File: src/rtl/fetch_pkg.sv
// Shared types and constants for the instruction fetch stage.
package fetch_pkg;

  localparam int XLEN = 32;
  localparam logic [XLEN-1:0] NOP_INSTR = 32'h0000_0013;
  localparam logic [XLEN-1:0] PC_STEP = 32'd4;

  typedef enum logic [1:0] {
    FETCH = 2'd0,
    DRAIN = 2'd1,
    HALT  = 2'd2
  } fetch_state_t;

endpackage

File: src/rtl/fetch_fifo.sv
// Synchronous FIFO holding fetched {instruction, pc} entries; flush beats push and pop.
module fetch_fifo #(
  parameter int DEPTH = 4,
  parameter int WIDTH = 64
) (
  input  logic                     clock,
  input  logic                     reset,
  input  logic                     flush,
  input  logic                     push,
  input  logic [WIDTH-1:0]         push_data,
  input  logic                     pop,
  output logic [WIDTH-1:0]         head_data,
  output logic [$clog2(DEPTH):0]   count,
  output logic                     full,
  output logic                     empty
);

  localparam int AW = $clog2(DEPTH);

  logic [WIDTH-1:0] mem_q [DEPTH];
  logic [WIDTH-1:0] mem_d [DEPTH];
  logic [AW-1:0]    rd_ptr_q, rd_ptr_d;
  logic [AW-1:0]    wr_ptr_q, wr_ptr_d;
  logic [AW:0]      count_q, count_d;
  logic             do_push, do_pop;

  assign empty     = (count_q == '0);
  assign full      = (count_q == (AW+1)'(DEPTH));
  assign count     = count_q;
  assign head_data = mem_q[rd_ptr_q];

  // A push into a full FIFO is accepted only when the head leaves in the same cycle.
  assign do_pop  = pop && !empty;
  assign do_push = push && (!full || do_pop);

  always_comb begin
    mem_d    = mem_q;
    rd_ptr_d = rd_ptr_q;
    wr_ptr_d = wr_ptr_q;
    count_d  = count_q;
    if (flush) begin
      rd_ptr_d = '0;
      wr_ptr_d = '0;
      count_d  = '0;
    end else begin
      if (do_push) begin
        mem_d[wr_ptr_q] = push_data;
        wr_ptr_d        = wr_ptr_q + 1'b1;
      end
      if (do_pop) begin
        rd_ptr_d = rd_ptr_q + 1'b1;
      end
      count_d = count_q + (AW+1)'(do_push) - (AW+1)'(do_pop);
    end
  end

  always_ff @(posedge clock) begin
    if (reset) begin
      rd_ptr_q <= '0;
      wr_ptr_q <= '0;
      count_q  <= '0;
    end else begin
      rd_ptr_q <= rd_ptr_d;
      wr_ptr_q <= wr_ptr_d;
      count_q  <= count_d;
    end
  end

  always_ff @(posedge clock) begin
    mem_q <= mem_d;
  end

endmodule

File: src/rtl/fetch_unit.sv
// Instruction fetch stage: PC, in-order imem reads, buffered output with redirect flush.
// Optional FETCH_ALIGN_CHECK_EN adds misalign_fault and a HALT state on misaligned redirects.
module fetch_unit
  import fetch_pkg::*;
#(
  parameter logic [XLEN-1:0] RESET_PC   = 32'h0000_0000,
  parameter int              FIFO_DEPTH = 4
) (
  input  logic            clock,
  input  logic            reset,
  output logic            imem_req_valid,
  output logic [XLEN-1:0] imem_req_addr,
  input  logic            imem_req_ready,
  input  logic            imem_rsp_valid,
  input  logic [XLEN-1:0] imem_rsp_data,
  input  logic            redirect_valid,
  input  logic [XLEN-1:0] redirect_pc,
  output logic            instr_valid,
  output logic [XLEN-1:0] instruction,
  output logic [XLEN-1:0] instr_pc,
  input  logic            instr_ready,
`ifdef FETCH_ALIGN_CHECK_EN
  output logic            misalign_fault,
`endif
  output fetch_state_t    dbg_state
);

  // Handshakes: a transfer happens on any rising edge where valid && ready;
  // the producer holds valid and payload stable until that edge.

  localparam int CW = $clog2(FIFO_DEPTH) + 1;

  fetch_state_t    state_q, state_d;
  logic [XLEN-1:0] pc_q, pc_d;
  logic [XLEN-1:0] rsp_pc_q, rsp_pc_d;
  logic [CW-1:0]   out_cnt_q, out_cnt_d;
  logic [CW-1:0]   disc_q, disc_d;

  logic            redir_go, acc, rsp_stale, rsp_live;
  logic [XLEN-1:0] target_pc;
  logic            fifo_push, fifo_pop, fifo_full, fifo_empty;
  logic [CW-1:0]   fifo_count;
  logic [2*XLEN-1:0] head;

  assign redir_go  = redirect_valid && (state_q != HALT);
  assign target_pc = {redirect_pc[XLEN-1:2], 2'b00};

`ifdef FETCH_ALIGN_CHECK_EN
  logic fault_q, fault_d;
  logic redir_bad;
  assign redir_bad      = redir_go && (redirect_pc[1:0] != 2'b00);
  assign misalign_fault = fault_q;
`else
  logic unused_align_bits;
  assign unused_align_bits = ^redirect_pc[1:0];
`endif

  // out_cnt counts live reads only; reads orphaned by a redirect move into disc.
  assign imem_req_valid = !reset && (state_q == FETCH) && !redir_go &&
                          (({1'b0, fifo_count} + {1'b0, out_cnt_q}) < (CW+1)'(FIFO_DEPTH));
  assign imem_req_addr  = pc_q;
  assign acc            = imem_req_valid && imem_req_ready;
  assign rsp_stale      = imem_rsp_valid && (disc_q != '0);
  assign rsp_live       = imem_rsp_valid && (disc_q == '0) && (out_cnt_q != '0) &&
                          (state_q != HALT);

  assign fifo_push   = rsp_live && !redir_go && !fifo_full;
  assign fifo_pop    = instr_valid && instr_ready && !redir_go;
  assign instr_valid = !fifo_empty && (state_q != HALT);
  assign instruction = instr_valid ? head[2*XLEN-1:XLEN] : NOP_INSTR;
  assign instr_pc    = instr_valid ? head[XLEN-1:0] : '0;
  assign dbg_state   = state_q;

  fetch_fifo #(
    .DEPTH (FIFO_DEPTH),
    .WIDTH (2*XLEN)
  ) u_fifo (
    .clock     (clock),
    .reset     (reset),
    .flush     (redir_go),
    .push      (fifo_push),
    .push_data ({imem_rsp_data, rsp_pc_q}),
    .pop       (fifo_pop),
    .head_data (head),
    .count     (fifo_count),
    .full      (fifo_full),
    .empty     (fifo_empty)
  );

  always_comb begin
    state_d   = state_q;
    pc_d      = pc_q;
    rsp_pc_d  = rsp_pc_q;
    out_cnt_d = out_cnt_q;
    disc_d    = disc_q;
`ifdef FETCH_ALIGN_CHECK_EN
    fault_d   = fault_q;
`endif
    if (redir_go) begin
      out_cnt_d = '0;
      disc_d    = disc_q + out_cnt_q + CW'(acc) - CW'(rsp_stale || rsp_live);
      pc_d      = target_pc;
      rsp_pc_d  = target_pc;
      state_d   = (disc_d != '0) ? DRAIN : FETCH;
`ifdef FETCH_ALIGN_CHECK_EN
      if (redir_bad) begin
        fault_d = 1'b1;
        disc_d  = '0;
        state_d = HALT;
      end
`endif
    end else begin
      if (acc) begin
        pc_d = pc_q + PC_STEP;
      end
      if (rsp_live) begin
        rsp_pc_d = rsp_pc_q + PC_STEP;
      end
      out_cnt_d = out_cnt_q + CW'(acc) - CW'(rsp_live);
      disc_d    = disc_q - CW'(rsp_stale);
      if ((state_q == DRAIN) && (disc_d == '0)) begin
        state_d = FETCH;
      end
    end
  end

  always_ff @(posedge clock) begin
    if (reset) begin
      state_q   <= FETCH;
      pc_q      <= RESET_PC;
      rsp_pc_q  <= RESET_PC;
      out_cnt_q <= '0;
      disc_q    <= '0;
`ifdef FETCH_ALIGN_CHECK_EN
      fault_q   <= 1'b0;
`endif
    end else begin
      state_q   <= state_d;
      pc_q      <= pc_d;
      rsp_pc_q  <= rsp_pc_d;
      out_cnt_q <= out_cnt_d;
      disc_q    <= disc_d;
`ifdef FETCH_ALIGN_CHECK_EN
      fault_q   <= fault_d;
`endif
    end
  end

endmodule

File: config.mk
export PLATFORM = sky130hd
export DESIGN_NAME = fetch_unit
export DESIGN_NICKNAME = d
export VERILOG_FILES = /design/src/rtl/fetch_pkg.sv /design/src/rtl/fetch_fifo.sv /design/src/rtl/fetch_unit.sv
export SDC_FILE = /design/constraint.sdc
export NUM_CORES = 1
export LEC_CHECK = 0
export BUFFER_PORTS_ARGS = -buffer_cell sky130_fd_sc_hd__buf_2
export CAP_MARGIN = 0
export CORE_ASPECT_RATIO = 1.4
export CORE_MARGIN = 2
export CORE_UTILIZATION = 35
export CTS_CLUSTER_SIZE = 28
export DETAILED_ROUTE_END_ITERATION = 12
export PLACE_DENSITY = 0.6
export REMOVE_ABC_BUFFERS = 1
export SYNTH_ARGS = -nofsm -noshare
export SYNTH_HDL_FRONTEND = slang
export SYNTH_SLANG_ARGS = --single-unit
File: constraint.sdc
create_clock -name clock -period 7.8 [get_ports clock]
set_input_delay 0.78 -clock clock [delete_from_list [all_inputs] [get_ports clock]]
set_output_delay 0.78 -clock clock [all_outputs]
set_load 0.01 [all_outputs]
== After elaboration in Yosys (flattened, before gate mapping) ==
Index checks and enable logic that the tools add are counted.

* Add/sub/neg operators: 13
* Order comparisons: 4
* Equality and inequality tests: 3
* Mux-type cells: 16
* Bitwise logic cells: 3
* Reduce and logical (&&, ||, !) cells: 36

{| class="wikitable"
|+ Operator list
! cell !! number
|-
| $bwmux W256 || 1
|-
| $mux W32 || 6
|-
| $mux W64 || 3
|-
| $bmux W64 S2 || 1
|-
| $demux W64 S2 || 1
|-
| $add A32 B3 Y32 const B || 2
|-
| $logic_and A1 B1 Y1 || 18
|-
| $sub A3 B1 Y3 || 4
|-
| $add A3 B1 Y3 || 3
|-
| $logic_not A3 Y1 || 3
|-
| $reduce_bool A3 Y1 || 3
|-
| $ge A3 B3 Y1 const B || 2
|-
| $not A2 Y3 || 2
|-
| $reduce_bool A2 Y1 || 3
|-
| $add A2 B1 Y2 const B || 2
|-
| $add A3 B3 Y4 || 1
|-
| $logic_not A1 Y1 || 4
|-
| $lt A4 B3 Y1 const B || 1
|-
| $mux W2 || 2
|-
| $add A3 B3 Y3 || 1
|-
| $eq A3 B3 Y1 const B || 1
|-
| $lt A3 B1 Y1 const B || 1
|-
| $mux W3 || 1
|-
| $eq A2 B1 Y1 const B || 1
|-
| 7 further kinds || 8
|}

* Flip-flop bits (word level): 335
* Input port bits: 70
* Output and inout bits: 100
* Logic and storage cells: 89

== Depth between registers and ports, before layout ==
* Depth in word-level cells: 11
* Depth in mapped cells: 12
* Mapped depth without buffers: 12

== Modules after synthesis ==
From an unflattened synthesis, not the netlist that was laid out.

* Cells, all modules: 912
* Area, all modules: 14056.0 sq um

{| class="wikitable"
|+ By module, submodules not included
! module !! times used !! cells an instance !! area an instance (sq um) !! sequential area each (sq um)
|-
| fetch_fifo || 1 || 381 || 9724.3 || 7827.5
|-
| fetch_unit || 1 || 531 || 4331.7 || 1341.3
|}

== Worst setup path after synthesis ==
No wires, ideal clock.

* Path kind: in2reg
* From: input port imem_rsp_valid
* To: register u_fifo.mem_q[100] in the netlist's numbering (enable)
* Setup time: 0.426 ns
* Arrival: 3.171 ns
* Required time: 7.374 ns
* Path slack: 4.203 ns
* Stages: 4
* Path buffers: 0
* Path through: nor4b_4 nand2_1 a211oi_1 and2_1

* Word-level cells in the longest chain between the ends: 7

{| class="wikitable"
|+ Ends and longest elaborated chain
! what !! RTL line !! source
|-
| start, declared || fetch_unit.sv:14 || <nowiki>input logic imem_rsp_valid,</nowiki>
|-
| $logic_and A1 B1 Y1 (3 in a row) || fetch_unit.sv:64 || <nowiki>assign rsp_live = imem_rsp_valid && (disc_q == '0) && (out_cnt_q != '0) &&</nowiki>
|-
| $logic_and A1 B1 Y1 (2 in a row) || fetch_unit.sv:67 || <nowiki>assign fifo_push = rsp_live && !redir_go && !fifo_full;</nowiki>
|-
| $logic_and A1 B1 Y1 || fetch_fifo.sv:34 || <nowiki>assign do_push = push && (!full || do_pop);</nowiki>
|-
| $reduce_and A2 Y1 (no source line) || -- ||
|-
| end signal, assigned || fetch_fifo.sv:70 || <nowiki>mem_q <= mem_d;</nowiki>
|-
| end, declared || fetch_fifo.sv:20 || <nowiki>logic [WIDTH-1:0] mem_q [DEPTH];</nowiki>
|}

No other way between the ends.
A chain may end at the register's enable or synchronous reset.

== Worst setup path in the final report ==
* From: register u_fifo.rd_ptr_q[0]
* To: output port instruction[4]

* Word-level cells in the longest chain between the ends: 5

{| class="wikitable"
|+ Ends and longest elaborated chain
! what !! RTL line !! source
|-
| start, declared || fetch_fifo.sv:22 || <nowiki>logic [AW-1:0] rd_ptr_q, rd_ptr_d;</nowiki>
|-
| start signal, assigned || fetch_fifo.sv:63 || <nowiki>rd_ptr_q <= rd_ptr_d;</nowiki>
|-
| $not A2 Y3 (not written as such) || fetch_fifo.sv:30 || <nowiki>assign head_data = mem_q[rd_ptr_q];</nowiki>
|-
| $bmux W64 S2 || fetch_fifo.sv:30 ||
|-
| $mux W64 (not written as such) (2 in a row) || fetch_fifo.sv:30 ||
|-
| $mux W32 || fetch_unit.sv:70 || <nowiki>assign instruction = instr_valid ? head[2*XLEN-1:XLEN] : NOP_INSTR;</nowiki>
|-
| end, declared || fetch_unit.sv:19 || <nowiki>output logic [XLEN-1:0] instruction,</nowiki>
|}

No other way between the ends. The select of a mux whose other input is x is not followed.

==> results.ini <==
[run_status]
status=finished clean

[clocking]
cts-resized-gates=0
clockRootBuffer=clkbuf_16
cts_htree_levels=1
clk_latency_ns=0.57
clockBufferDepth=3
cts_setup_buffers=0
cts.sink_count=322
clkTransAtPathRegs_ns=0.06
cts_tree=yes
numCtsBuffers=31
cts_hold_buf=0

[critical_path]
critPathMaxFanout=36
crit_chain=buf_4 > mux4_2 > or2_2 > buf_2
cp-end-kind=output pin
start_kind=register
critical_path_required_ns=7.02
path_class=reg -> out
crit_path_max_incr_delay_ns=0.75
cpMaxStageDelayCell=dfxtp_4
arrival_ns=3.06

[grt]
overflow=0
antenna_found_initial=0
grt_max_degree=65
grt_pass1_wl_microns=47220
grt_usage_pct=15.00
grt_pass1_vias=8170

[sta]
drv_slew=0
slew_headroom_pct=14.60
tightest_slew_ns=1.276
period_needed_ns=3.844
setup_slack_ns=3.956
finalSetupViolCount=0
fin_skew_ns=0.008909
fin_crit_sh_pct=49.28
fin_tns_setup_ns=0
max_freq_mhz=260.2
rsz0062_at_grt=no
hold_viol=0

[placement]
dp_hpwl_microns=19370
place_ws_ns=4.166
port_buffers=162
gp_routability_congestion=0.7799

[power]
p_int_mw=2.861
power.density_nw_per_um2=229.9
clockPowerShare_pct=40.5
switching_share_pct=22.88
p_sw_mw=0.8488
p_comb_share_pct=7.3
leakage_nw=5.523
ir_worst_vdd_mv=0.1514
power_frac_seq_pct=52.2

[synth]
async_reset_ff_share_pct=0
synth_edf_count=248
seq_area_frac_synth_pct=64.80
synth_ff_type=edfxtp_1
syn_area_sq_um=13780
synth_cell_types=62
syn-instance-count=943
syn_avg_cell_area_sq_um=14.61
ys_seq_elements=322
ys_warn_count=0

[route]
wirelength_microns=30980
wl_per_cell_microns=18.79
first_pass_iters=5
via_per_inst=5.028
drt_iter0_markers=565
vias=8291
ant_nets=0
drc=0

[worst_hold_path]
hold_class=in -> reg

[floorplanning]
fp-row-count=86
core_sq_um=39060
start_util_pct=35.27
die_area_sq_um=40990
dieWidth_microns=171.7
num_io_pins=170
dieHeight_microns=238.8

[layout]
layout_commonest_cell=edfxtp_1
multi_input_area_sq_um=4523
post-route-util_pct=41.32
layout.nets=1187
register_area_sq_um=8934
num-fill-cells=3608
area_growth_pct=17.15
diodes=0
drive_gt1_share_pct=27.74
layout_common_cells=edfxtp_1, buf_2, dfxtp_1, nor2b_1, mux4_2

[job]
maxCapViolCount=0

## critical path, delay by kind of cell (launching register included)
kind	cells	cell delay, ns
multiplexers	1	0.58
AND/OR/NAND/NOR	1	0.28
flip-flops	1	0.75
buffers and inverters	2	0.86
## path summary, 6_finish.rpt
kind                            slack (ns)  cells past startpoint                 to                from
worst max-delay path                  3.96                      4     instruction[4]  u_fifo.rd_ptr_q[0]
worst max register to register        4.50                     12       dbg_state[0]        out_cnt_q[0]
worst min register to register        0.53                      2  imem_req_addr[30]   imem_req_addr[30]
worst min-delay path                  0.43                      1  u_fifo.mem_q[227]    imem_rsp_data[3]
## cell type report
type                       instances  area share [%]
sequential                       322           55.35
tap                              528           4.093
inverter                          27          0.6279
clock buffer                      41           5.426
clock inverter                    16          0.8992
multi-input combinational        541           28.02
timing repair buffer             174           5.581
## registers in the layout (all words and copies together) (netlist names)
| name | count |
|---|---|
| out_cnt_q | 3 |
| disc_q | 3 |
| u_fifo.wr_ptr_q | 2 |
| u_fifo.rd_ptr_q | 2 |
| rsp_pc_q | 30 |
| u_fifo.mem_q | 248 |
| u_fifo.count | 3 |
| imem_req_addr | 30 |
| dbg_state | 1 |
## metal layers
layer | global-route usage [%] | share of wire, % | vias up
met1 | 18.60 | 41 | 4137
li1 | - | - | 3931
met5 | 0 | 0 | -
met4 | 4.494 | 2.0 | 0
met3 | 2.268 | 4.4 | 31
met2 | 26.80 | 53 | 192
## synth_stat cells, types with 2 or more instances
cell type  number  area share [%]
edfxtp_1      248              54
dfxtp_1        74              11
nor2b_1        70             3.2
mux4_2         62              10
nand2_1        45             1.2
nor2_1         45             1.2
clkbuf_1       35            0.95
inv_1          25            0.68
a21oi_1        24            0.87
nand4_1        23             1.0
a31oi_1        21            0.95
nand3_1        21            0.76
o21ai_0        21            0.76
nor3_1         20            0.73
xnor2_1        18             1.1
ha_1           16             1.5
and2_1         15            0.68
buf_2          14            0.51
nor4_1         13            0.59
a21boi_0       10            0.54
and3_1         10            0.45
or3_1          10            0.45
and4_1          9            0.57
xor2_1          9            0.57
a2111oi_0       8            0.51
a211oi_1        8            0.44
buf_4           5            0.27
mux2_2          5            0.41
o21a_1          5            0.27
a41oi_1         4            0.25
fa_1            4            0.58
mux2i_1         4            0.29
or2_2           4            0.18
a311oi_1        3            0.19
buf_1           3           0.082
or4_1           3            0.16
nand4b_1        2            0.13
o2111a_1        2            0.16
o211ai_1        2            0.11
## power groups by stage
stage	Sequential, mW	Clock [mW]	Combinational (mW)
after floorplan	1.96	0	0.172
after global placement	1.97	0	0.271
after detailed placement	1.97	0	0.275
after CTS	1.93	1.55	0.277
after global routing	1.94	1.62	0.307
final	1.94	1.50	0.272
## cell families (layout without fill, tap and decap cells)
| family | Yosys count | count (layout) | share of synthesized area (%) |
|---|---|---|---|
| flops | 322 | 322 | 64.80 |
| compound gates | 118 | 118 | 5.703 |
| mux | 71 | 71 | 10.83 |
| buf+inv | 84 | 258 | 2.552 |
| other cells | 1 | 5 | 0.02722 |
| xor+xnor | 27 | 27 | 1.716 |
| fa+ha+maj | 20 | 20 | 2.034 |
| simple gates | 300 | 300 | 12.33 |
## through the flow
step / hold slack, ns / cells / instance area [sq um] / power (mW)
finish: 0.4271 / 1649 / 16140 / 3.710
global route: 0.4017 / 1649 / 16140 / 3.868
CTS: 0.3880 / 1649 / 16140 / 3.766
detailed placement: 0.5201 / 1592 / 15120 / 2.247
global placement: 0.5136 / 1592 / 15120 / 2.239
floorplan: 0.4746 / 890 / 13540 / 2.135
(Power assumes the default switching activity.)
